$ cat src/rtl/reduce_out_router.sv
// reduce_out_router
//
// Last stage of the per-node reduction unit in the 2x2x2 MPI collective
// network. Finished reduction packets arrive as a one-cycle strobe with no
// backpressure and are buffered in a small FIFO. The FIFO head is routed by
// comparing its destination node with the local rank: local host, or the
// x, y or z neighbour, resolved x first. The chosen packet is held on a
// one-hot valid/ready egress until the selected consumer takes it.
//
// Ports:
//   clk, rst     clock and asynchronous active-high reset
//   in_packet    completed packet: [63] valid, [62] reduction, [61:59] src,
//                [58:56] dst, [55:0] payload
//   in_valid     one-cycle capture strobe from the reduction unit
//   out_packet   egress packet, shared by all four egress ports
//   out_valid    one-hot egress select: [0] host, [1] x, [2] y, [3] z
//   out_ready    per-port consumer ready, same bit order as out_valid
//   fifo_count   current FIFO occupancy
//   overflow     sticky flag, set when a packet is dropped on a full FIFO
//   drop_count   dropped packet count, saturating at 255

module reduce_out_router #(
  parameter logic [2:0] RANK       = 3'b000,
  parameter int         DataWidth  = 64,
  parameter int         FifoDepth  = 4,
  parameter int         CountWidth = 3
) (
  input  logic                  clk,
  input  logic                  rst,
  input  logic [DataWidth-1:0]  in_packet,
  input  logic                  in_valid,
  output logic [DataWidth-1:0]  out_packet,
  output logic [3:0]            out_valid,
  input  logic [3:0]            out_ready,
  output logic [CountWidth-1:0] fifo_count,
  output logic                  overflow,
  output logic [7:0]            drop_count
);

  // Header fields sit at fixed offsets from the top of the packet.
  localparam int ValidBit = DataWidth - 1;
  localparam int SrcLsb   = DataWidth - 5;
  localparam int DstLsb   = DataWidth - 8;
  localparam int PtrWidth = $clog2(FifoDepth);

  typedef enum logic {
    IDLE,
    SEND
  } state_t;

  state_t                state_q, state_d;
  logic [DataWidth-1:0]  mem_q [FifoDepth];
  logic [PtrWidth-1:0]   wr_ptr_q, wr_ptr_d;
  logic [PtrWidth-1:0]   rd_ptr_q, rd_ptr_d;
  logic [CountWidth-1:0] count_q, count_d;
  logic [DataWidth-1:0]  out_packet_q, out_packet_d;
  logic [3:0]            out_valid_q, out_valid_d;
  logic                  overflow_q, overflow_d;
  logic [7:0]            drop_count_q, drop_count_d;

  logic [DataWidth-1:0]  head;
  logic [DataWidth-1:0]  head_fwd;
  logic [2:0]            diff;
  logic [3:0]            route;
  logic                  fifo_nonempty;
  logic                  fifo_full;
  logic                  handshake;
  logic                  pop;
  logic                  push_req;
  logic                  push;
  logic                  drop;

  assign head          = mem_q[rd_ptr_q];
  assign fifo_nonempty = (count_q != '0);
  assign fifo_full     = (count_q == CountWidth'(FifoDepth));

  // Only the selected port's ready can complete a transfer; out_valid_q is
  // one-hot, so masking with it ignores every other ready bit.
  assign handshake = (state_q == SEND) && ((out_valid_q & out_ready) != 4'b0000);

  // The head is popped straight into the output register, either from IDLE
  // or on the completing edge of a transfer for back-to-back delivery.
  assign pop = fifo_nonempty && ((state_q == IDLE) || handshake);

  // A pop frees a slot on the same edge, so a full FIFO can still accept.
  assign push_req = in_valid && in_packet[ValidBit];
  assign push     = push_req && (!fifo_full || pop);
  assign drop     = push_req && fifo_full && !pop;

  // Dimension-order route on the head: host when dst matches, else the
  // lowest differing coordinate. Forwarded packets carry this node as src.
  always_comb begin
    diff     = head[DstLsb +: 3] ^ RANK;
    route    = 4'b0001;
    head_fwd = head;
    if (diff == 3'b000) begin
      route = 4'b0001;
    end else if (diff[0]) begin
      route = 4'b0010;
    end else if (diff[1]) begin
      route = 4'b0100;
    end else begin
      route = 4'b1000;
    end
    if (diff != 3'b000) begin
      head_fwd[SrcLsb +: 3] = RANK;
    end
  end

  // FSM state register.
  always_ff @(posedge clk or posedge rst) begin
    if (rst) begin
      state_q <= IDLE;
    end else begin
      state_q <= state_d;
    end
  end

  // FSM next state: SEND persists while packets keep arriving at the head.
  always_comb begin
    state_d = state_q;
    case (state_q)
      IDLE: begin
        if (fifo_nonempty) begin
          state_d = SEND;
        end
      end
      SEND: begin
        if (handshake && !fifo_nonempty) begin
          state_d = IDLE;
        end
      end
      default: state_d = IDLE;
    endcase
  end

  // FSM outputs: load on pop, clear on a completion with nothing behind it,
  // otherwise hold so the egress stays stable while the consumer stalls.
  always_comb begin
    out_packet_d = out_packet_q;
    out_valid_d  = out_valid_q;
    if (pop) begin
      out_packet_d = head_fwd;
      out_valid_d  = route;
    end else if (handshake) begin
      out_valid_d  = 4'b0000;
    end
  end

  // FIFO bookkeeping plus the drop statistics.
  always_comb begin
    wr_ptr_d     = wr_ptr_q + PtrWidth'(push);
    rd_ptr_d     = rd_ptr_q + PtrWidth'(pop);
    count_d      = count_q;
    overflow_d   = overflow_q;
    drop_count_d = drop_count_q;
    case ({push, pop})
      2'b10:   count_d = count_q + CountWidth'(1);
      2'b01:   count_d = count_q - CountWidth'(1);
      default: count_d = count_q;
    endcase
    if (drop) begin
      overflow_d = 1'b1;
      if (drop_count_q != 8'hFF) begin
        drop_count_d = drop_count_q + 8'd1;
      end
    end
  end

  // Control and egress registers; reset discards everything in flight.
  always_ff @(posedge clk or posedge rst) begin
    if (rst) begin
      wr_ptr_q     <= '0;
      rd_ptr_q     <= '0;
      count_q      <= '0;
      out_packet_q <= '0;
      out_valid_q  <= 4'b0000;
      overflow_q   <= 1'b0;
      drop_count_q <= 8'd0;
    end else begin
      wr_ptr_q     <= wr_ptr_d;
      rd_ptr_q     <= rd_ptr_d;
      count_q      <= count_d;
      out_packet_q <= out_packet_d;
      out_valid_q  <= out_valid_d;
      overflow_q   <= overflow_d;
      drop_count_q <= drop_count_d;
    end
  end

  // Storage needs no reset: a slot is only read after it has been written.
  always_ff @(posedge clk) begin
    if (push) begin
      mem_q[wr_ptr_q] <= in_packet;
    end
  end

  assign out_packet = out_packet_q;
  assign out_valid  = out_valid_q;
  assign fifo_count = count_q;
  assign overflow   = overflow_q;
  assign drop_count = drop_count_q;

endmodule
$ cat config.mk
export PLATFORM = sky130hd
export DESIGN_NAME = reduce_out_router
export DESIGN_NICKNAME = d
export VERILOG_FILES = /design/src/rtl/reduce_out_router.sv
export SDC_FILE = /design/constraint.sdc
export NUM_CORES = 1
export LEC_CHECK = 0
export ABC_AREA = 1
export BUFFER_PORTS_ARGS = -buffer_cell sky130_fd_sc_hd__buf_4
export CORE_ASPECT_RATIO = 1.5
export CORE_MARGIN = 4
export CORE_UTILIZATION = 30
export CTS_CLUSTER_DIAMETER = 40
export CTS_CLUSTER_SIZE = 8
export DETAILED_ROUTE_END_ITERATION = 7
export SYNTH_ARGS = -nofsm -noshare
export SYNTH_HDL_FRONTEND = slang
export SYNTH_SLANG_ARGS = --single-unit
export TNS_END_PERCENT = 50
$ cat constraint.sdc
create_clock -name clk -period 5.9 [get_ports clk]
set_clock_uncertainty 0.1 [all_clocks]
set_input_delay 0.59 -clock clk [delete_from_list [all_inputs] [get_ports clk]]
set_output_delay 0.59 -clock clk [all_outputs]
set_load 0.02 [all_outputs]
Word-level counts from Yosys, hierarchy flattened
Memory sizes are Yosys's and may differ from the RTL's.
Index checks and enable logic that the tools add are counted.
{ "word_totals": {"register_bits": 85, "ram_bits": 256, "input_bits": 71, "out_inout_bits": 80, "word_cells": 51, "memories": 1} }
{ "classes": {"addsub": 5, "n_eq_ne": 4, "n_mux": 12, "bitwise_logic": 2, "n_reduce_logical": 19} }
{ "memory_table": {"columns": ["memory", "words", "width", "read_ports", "rd_clocked_by_memory_dff", "wr", "line", "rtl"], "rows": [
  ["mem_q", 4, 64, 1, 0, 1, "52", "logic [DataWidth-1:0] mem_q [FifoDepth];"]
]} }
{ "ops": {"columns": ["operator", "n"], "rows": [
  ["two-way mux 4 bit", 5],
  ["adder 8 x 1 -> 8 bit (second input constant)", 1],
  ["inequality test 8 bit (second input constant)", 1],
  ["logical AND 1 bit", 7],
  ["case mux 3 bit (2 select lines)", 1],
  ["nonzero test 3 bit", 2],
  ["adder 2 x 1 -> 2 bit", 2],
  ["AND 4 bit", 1],
  ["two-way mux 1 bit", 4],
  ["nonzero test 2 bit", 2],
  ["nonzero test 4 bit", 1],
  ["adder 3 x 1 -> 3 bit (second input constant)", 1],
  ["equality test 3 bit (second input constant)", 1],
  ["zero test 1 bit", 3],
  ["zero test 3 bit", 1],
  ["two-way mux 3 bit", 1],
  ["subtractor 3 x 1 -> 3 bit (second input constant)", 1],
  ["equality test 2 x 1 -> 1 bit (second input constant)", 1],
  ["equality test 2 bit (second input constant)", 1],
  ["logical OR 1 bit", 2],
  ["case mux 1 bit (2 select lines)", 1],
  ["AND reduction 2 bit", 1],
  ["inverter 1 bit", 1]
]} }

Logic depth before layout (Yosys ltp)
{ "depth": {"depth_word": 9, "ltp_mapped": 11, "mapped_depth_nobuf": 11} }

Worst setup path after synthesis
Ideal clock, no wire load.
{ "synth_path": {"path_type": "in2reg", "startpoint": "input out_ready[0]", "endpoint": "memory mem_q[0][0], enable pin", "setup_time_ns": 0.565, "t_arrival_ns": 5.405, "t_required_ns": 5.235, "setup_slack_ns": -0.170, "cell_stages": 7, "path_cell_list": "nand2_1 nand2_1 inv_1 nand2_2 or2_2 nand2_1 nor3_1"} }
{ "synth_between": {"elab_chain_len": 9} }
{ "synth_rtl": {"columns": ["element", "line", "rtl"], "rows": [
  ["from (decl)", "34", "input logic [3:0] out_ready,"],
  ["AND 4 bit", "79", "assign handshake = (state_q == SEND) && ((out_valid_q & out_ready) != 4'b0000);"],
  ["nonzero test 4 bit", "79", null],
  ["logical AND 1 bit", "79", null],
  ["logical OR 1 bit", "83", "assign pop = fifo_nonempty && ((state_q == IDLE) || handshake);"],
  ["logical AND 1 bit", "83", null],
  ["logical OR 1 bit", "87", "assign push = push_req && (!fifo_full || pop);"],
  ["logical AND 1 bit", "87", null],
  ["two-way mux 1 bit", "193", "if (push) begin"],
  ["two-way mux 1 bit (not written as such)", "194", "mem_q[wr_ptr_q] <= in_packet;"],
  ["to (decl)", "52", null]
]} }
Every way passes these cells.

Worst setup path after layout
{ "layout_path": {"startpoint": "register rd_ptr_q[0]", "endpoint": "register out_packet_q[60], in the netlist out_packet[60]"} }
{ "layout_between": {"elab_chain_len": 3} }
{ "layout_rtl": {"columns": ["element", "line", "rtl"], "rows": [
  ["from (decl)", "54", "logic [PtrWidth-1:0] rd_ptr_q, rd_ptr_d;"],
  ["from (signal assigned)", "182", "rd_ptr_q <= rd_ptr_d;"],
  ["memory read (4 x 64 bit) (*)", null, null],
  ["nonzero test 3 bit", "105", "if (diff != 3'b000) begin"],
  ["two-way mux 3 bit (*)", "105", null],
  ["to (signal assigned)", "184", "out_packet_q <= out_packet_d;"],
  ["to (decl)", "56", "logic [DataWidth-1:0] out_packet_q, out_packet_d;"]
]} }
Every way passes the cells marked *; elsewhere a longest branch is shown, timed or not.
A chain may end at the register's enable or synchronous reset.

==> results.py <==
metrics = {
    "logic_synthesis": {
        "syn_area_per_cell_um2": 12.6,
        "synth.top_cell.area_share_pct": 59.4,
        "synth_top_area_cell": "edfxtp_1",
        "synth_top_family_by_area": "simple AND/OR/NAND/NOR gates",
        "netlist_instances": 1024,
        "synth_compound_area_share_pct": 8.24,
        "seq_area_frac_synth_pct": 75.8,
        "synth-simple-area-share_pct": 11.9,
        "synth_xor_area_share_pct": 0.677,
        "yosysWarnings": 0,
        "synthAdderAreaFrac_pct": 0.445,
        "synth_nets": 1099,
        "synth-seq-cells": 341,
        "ys_types": 30,
        "muxShareOfSynthArea_pct": 0,
        "syn_area_um2": 12900,
        "synth_area_leaders": "edfxtp_1 59%, dfrtp_1 16%, nor2_1 8.6%, o21ai_0 4.9%, a31oi_1 2.8%",
    },
    "timing": {
        "tightestPinTransition_ns": 1.13,
        "rsz0062_at_grt": "false",
        "fin_setup_tns_ns": 0,
        "clock.fmax_mhz": 383,
        "maxSlewHeadroom_pct": 24.3,
        "period_minus_slack_ns": 2.61,
        "hold_violations": 0,
        "setup_viol": 0,
        "fin_crit_sh_pct": 44.2,
        "slew_viol_final": 0,
    },
    "finish": {
        "layoutNonFillerInstCount": 1798,
        "n_fill_cell": 4080,
        "layout.nets": 1261,
        "design_area_um2": 16300,
        "drive_gt1_share_pct": 20.3,
        "area_delta_synth_final_pct": 26.0,
        "final_common_cell": "nor2_1",
        "final_cell_mix": "298 x nor2_1, 256 x edfxtp_1, 163 x buf_4, 126 x o21ai_0, 83 x dfrtp_1",
    },
    "critical_path": {
        "startpoint": "rd_ptr_q[0]$_DFF_PP0_",
        "cp-end-kind": "flip-flop",
        "critical-path-max-stage-delay_ns": 0.69,
        "slowest_stage": "buf_4",
        "critPathKind": "reg -> reg",
        "r2r-end": "out_packet[60]$_DFFE_PP0P_",
        "arrival_ns": 2.96,
        "cpLargestDelayFamily": "buffers and inverters",
        "worstPathCellList": "inv_4, buf_4, nand2_1, nand3_1, nand2_1, nand2_1, nor3_2, nand2_1, nand2_1",
        "rr_worst_depth": 9,
        "cp_max_fo": 76,
        "reg2reg_from": "rd_ptr_q[0]$_DFF_PP0_",
        "reg2reg_slack_ns": 3.29,
        "crit_required_ns": 6.25,
        "critPathLaunchType": "flip-flop",
        "critPathMostFrequentCell": "nand2_1",
        "cp.buffers_inverters": 2,
    },
    "drt": {
        "ant_nets": 0,
        "drt_wl_total_um": 30600,
        "drc": 0,
        "wl_per_cell_um": 17.0,
        "drt-initial-drc-count": 434,
        "num_vias": 8179,
        "routed_via_density": 4.55,
        "dr.pass1.iters": 7,
    },
    "hold_path": {
        "hp-class": "in -> async",
    },
    "floorplanning": {
        "die_x_um": 178,
        "io_pins": 151,
        "start_util_pct": 30.6,
        "row_count": 92,
        "coreArea_um2": 42400,
        "dieArea_um2": 46600,
        "die_height_um": 262,
    },
    "clocking": {
        "htreeDepth": 2,
        "numCtsBuffers": 53,
        "cts_setup_buffers": 0,
        "clock_path_buffers": 3,
        "cts_tree": "done",
        "hold_buffers": 0,
        "cts.repair.resized": 0,
        "worst_setup_hold_path_clk_slew_ns": 0.05,
        "cts.sinks": 341,
        "clk_latency_ns": 0.56,
        "cts_root_buf": "clkbuf_16",
    },
    "power": {
        "seqPwrFrac_pct": 46.7,
        "p_comb_share_pct": 6.5,
        "peakVddDrop_uv": 212,
        "intPower_uw": 4820,
        "p_switching_uw": 1380,
        "clock_power_share_pct": 46.8,
        "swShare_pct": 22.2,
        "p_leak_uw": 0.00582,
        "p_per_area_nw_per_um2": 380,
    },
    "place": {
        "gp_congestion": 0.731,
        "dp_hpwl_um": 17300,
        "placed_area_um2": 14600,
        "place_inst": 1695,
        "numPortBuffers": 150,
    },
    "grt": {
        "grt_pass1_wl_um": 47600,
        "grt_max_degree": 100,
        "antenna_found_initial": 4,
        "overflow": 0,
        "grtUsageTotal_pct": 13.0,
        "grt_pass1_vias": 8522,
    },
    "run_status": {
        "outcome": "complete, no violations",
    },
    "flow_run": {
        "cap_violations": 0,
    },
}
-- registers in the layout (all words and copies together), names as in the netlist --
register	cells
rd_ptr_q	2
out_packet	64
drop_count	8
mem_q	256
overflow	1
wr_ptr_q	2
fifo_count	3
state_q	1
out_valid	4
-- cells by family (layout without fill, tap and decap cells) --
family,count (synthesis),in the layout
XOR/XNOR,10,10
buffers and inverters,81,288
adder cells (fa/ha/maj),4,4
AO/OA/AOI/OAI,196,196
AND/OR/NAND/NOR,392,392
flip-flops,341,341
other,0,3
-- per-layer routing --
layer	routed length [um]	global-route usage [%]	vias up
met5	7	0	-
met4	800	4.98	2
met3	1480	2.96	63
met2	15700	22.9	185
met1	12600	15.4	3990
li1	-	-	3939
-- power groups by stage --
stage	logic, uW	clock network [uW]	registers, uW
after floorplan	185	0	2980
after global placement	401	0	2930
after detailed placement	411	0	2940
after CTS	412	2970	2890
after global routing	446	3080	2910
final	400	2900	2890
-- metrics by stage --
step           worst slack (ns)  util, %  hold slack (ns)  total power [uW]
2_1_floorplan            -0.170        -            0.383              3160
3_3_place_gp               3.11     34.5            0.370              3330
3_5_place_dp               3.10     34.5            0.382              3350
4_1_cts                    3.25     38.5           0.0787              6280
5_1_grt                    2.96     38.5            0.108              6430
6_report                   3.29     38.5           0.0508              6190
-- worst max-delay path by stage --
stage / slack, ns / to / depth (start not counted)
floorplan: -0.17 / mem_q[0][0]$_DFFE_PP_ / 7
global placement: 3.11 / mem_q[2][51]$_DFFE_PP_ / 9
detailed placement: 3.10 / mem_q[2][39]$_DFFE_PP_ / 9
CTS: 3.25 / out_packet[60]$_DFFE_PP0P_ / 9
global route: 2.96 / out_packet[60]$_DFFE_PP0P_ / 9
finish: 3.29 / out_packet[60]$_DFFE_PP0P_ / 9
-- worst reg2reg max path: cells and delay by family (launching register included) --
kind	cells	cell delay [ns]
DFF	1	0.62
buffers and inverters	2	1.16
and+or+nand+nor	7	0.63
-- synthesized netlist by cell type --
cell type  count
buf_2         28
buf_6          4
o21bai_1       1
nand3_1       19
inv_1         20
dfrtp_1       85
nor2_1       298
nand3_2        2
nor3_1         5
o31ai_1        1
nand2_1       60
nor3_2         2
or2_2          1
nand4_1        2
clkbuf_1      20
buf_1          2
o21ai_0      126
edfxtp_1     256
a21oi_2        1
o21ai_1        6
a31oi_1       58
nor2_2         1
nand2_2        2
fa_1           1
buf_4          2
xnor2_1        5
inv_2          5
xor2_1         5
o22ai_1        3
ha_1           3
-- layout make-up --
type                       instances  area [um2]  share of cell area (%)
timing repair buffer             163        1220                    7.50
multi-input combinational        602        2780                    17.0
antenna                            3        7.51                  0.0460
clock inverter                     7         100                   0.614
clock buffer                      93        1570                    9.63
tap                              564         706                    4.33
inverter                          25        98.8                   0.606
sequential                       341        9820                    60.2
Note: power is estimated with default switching activity, not from simulation.
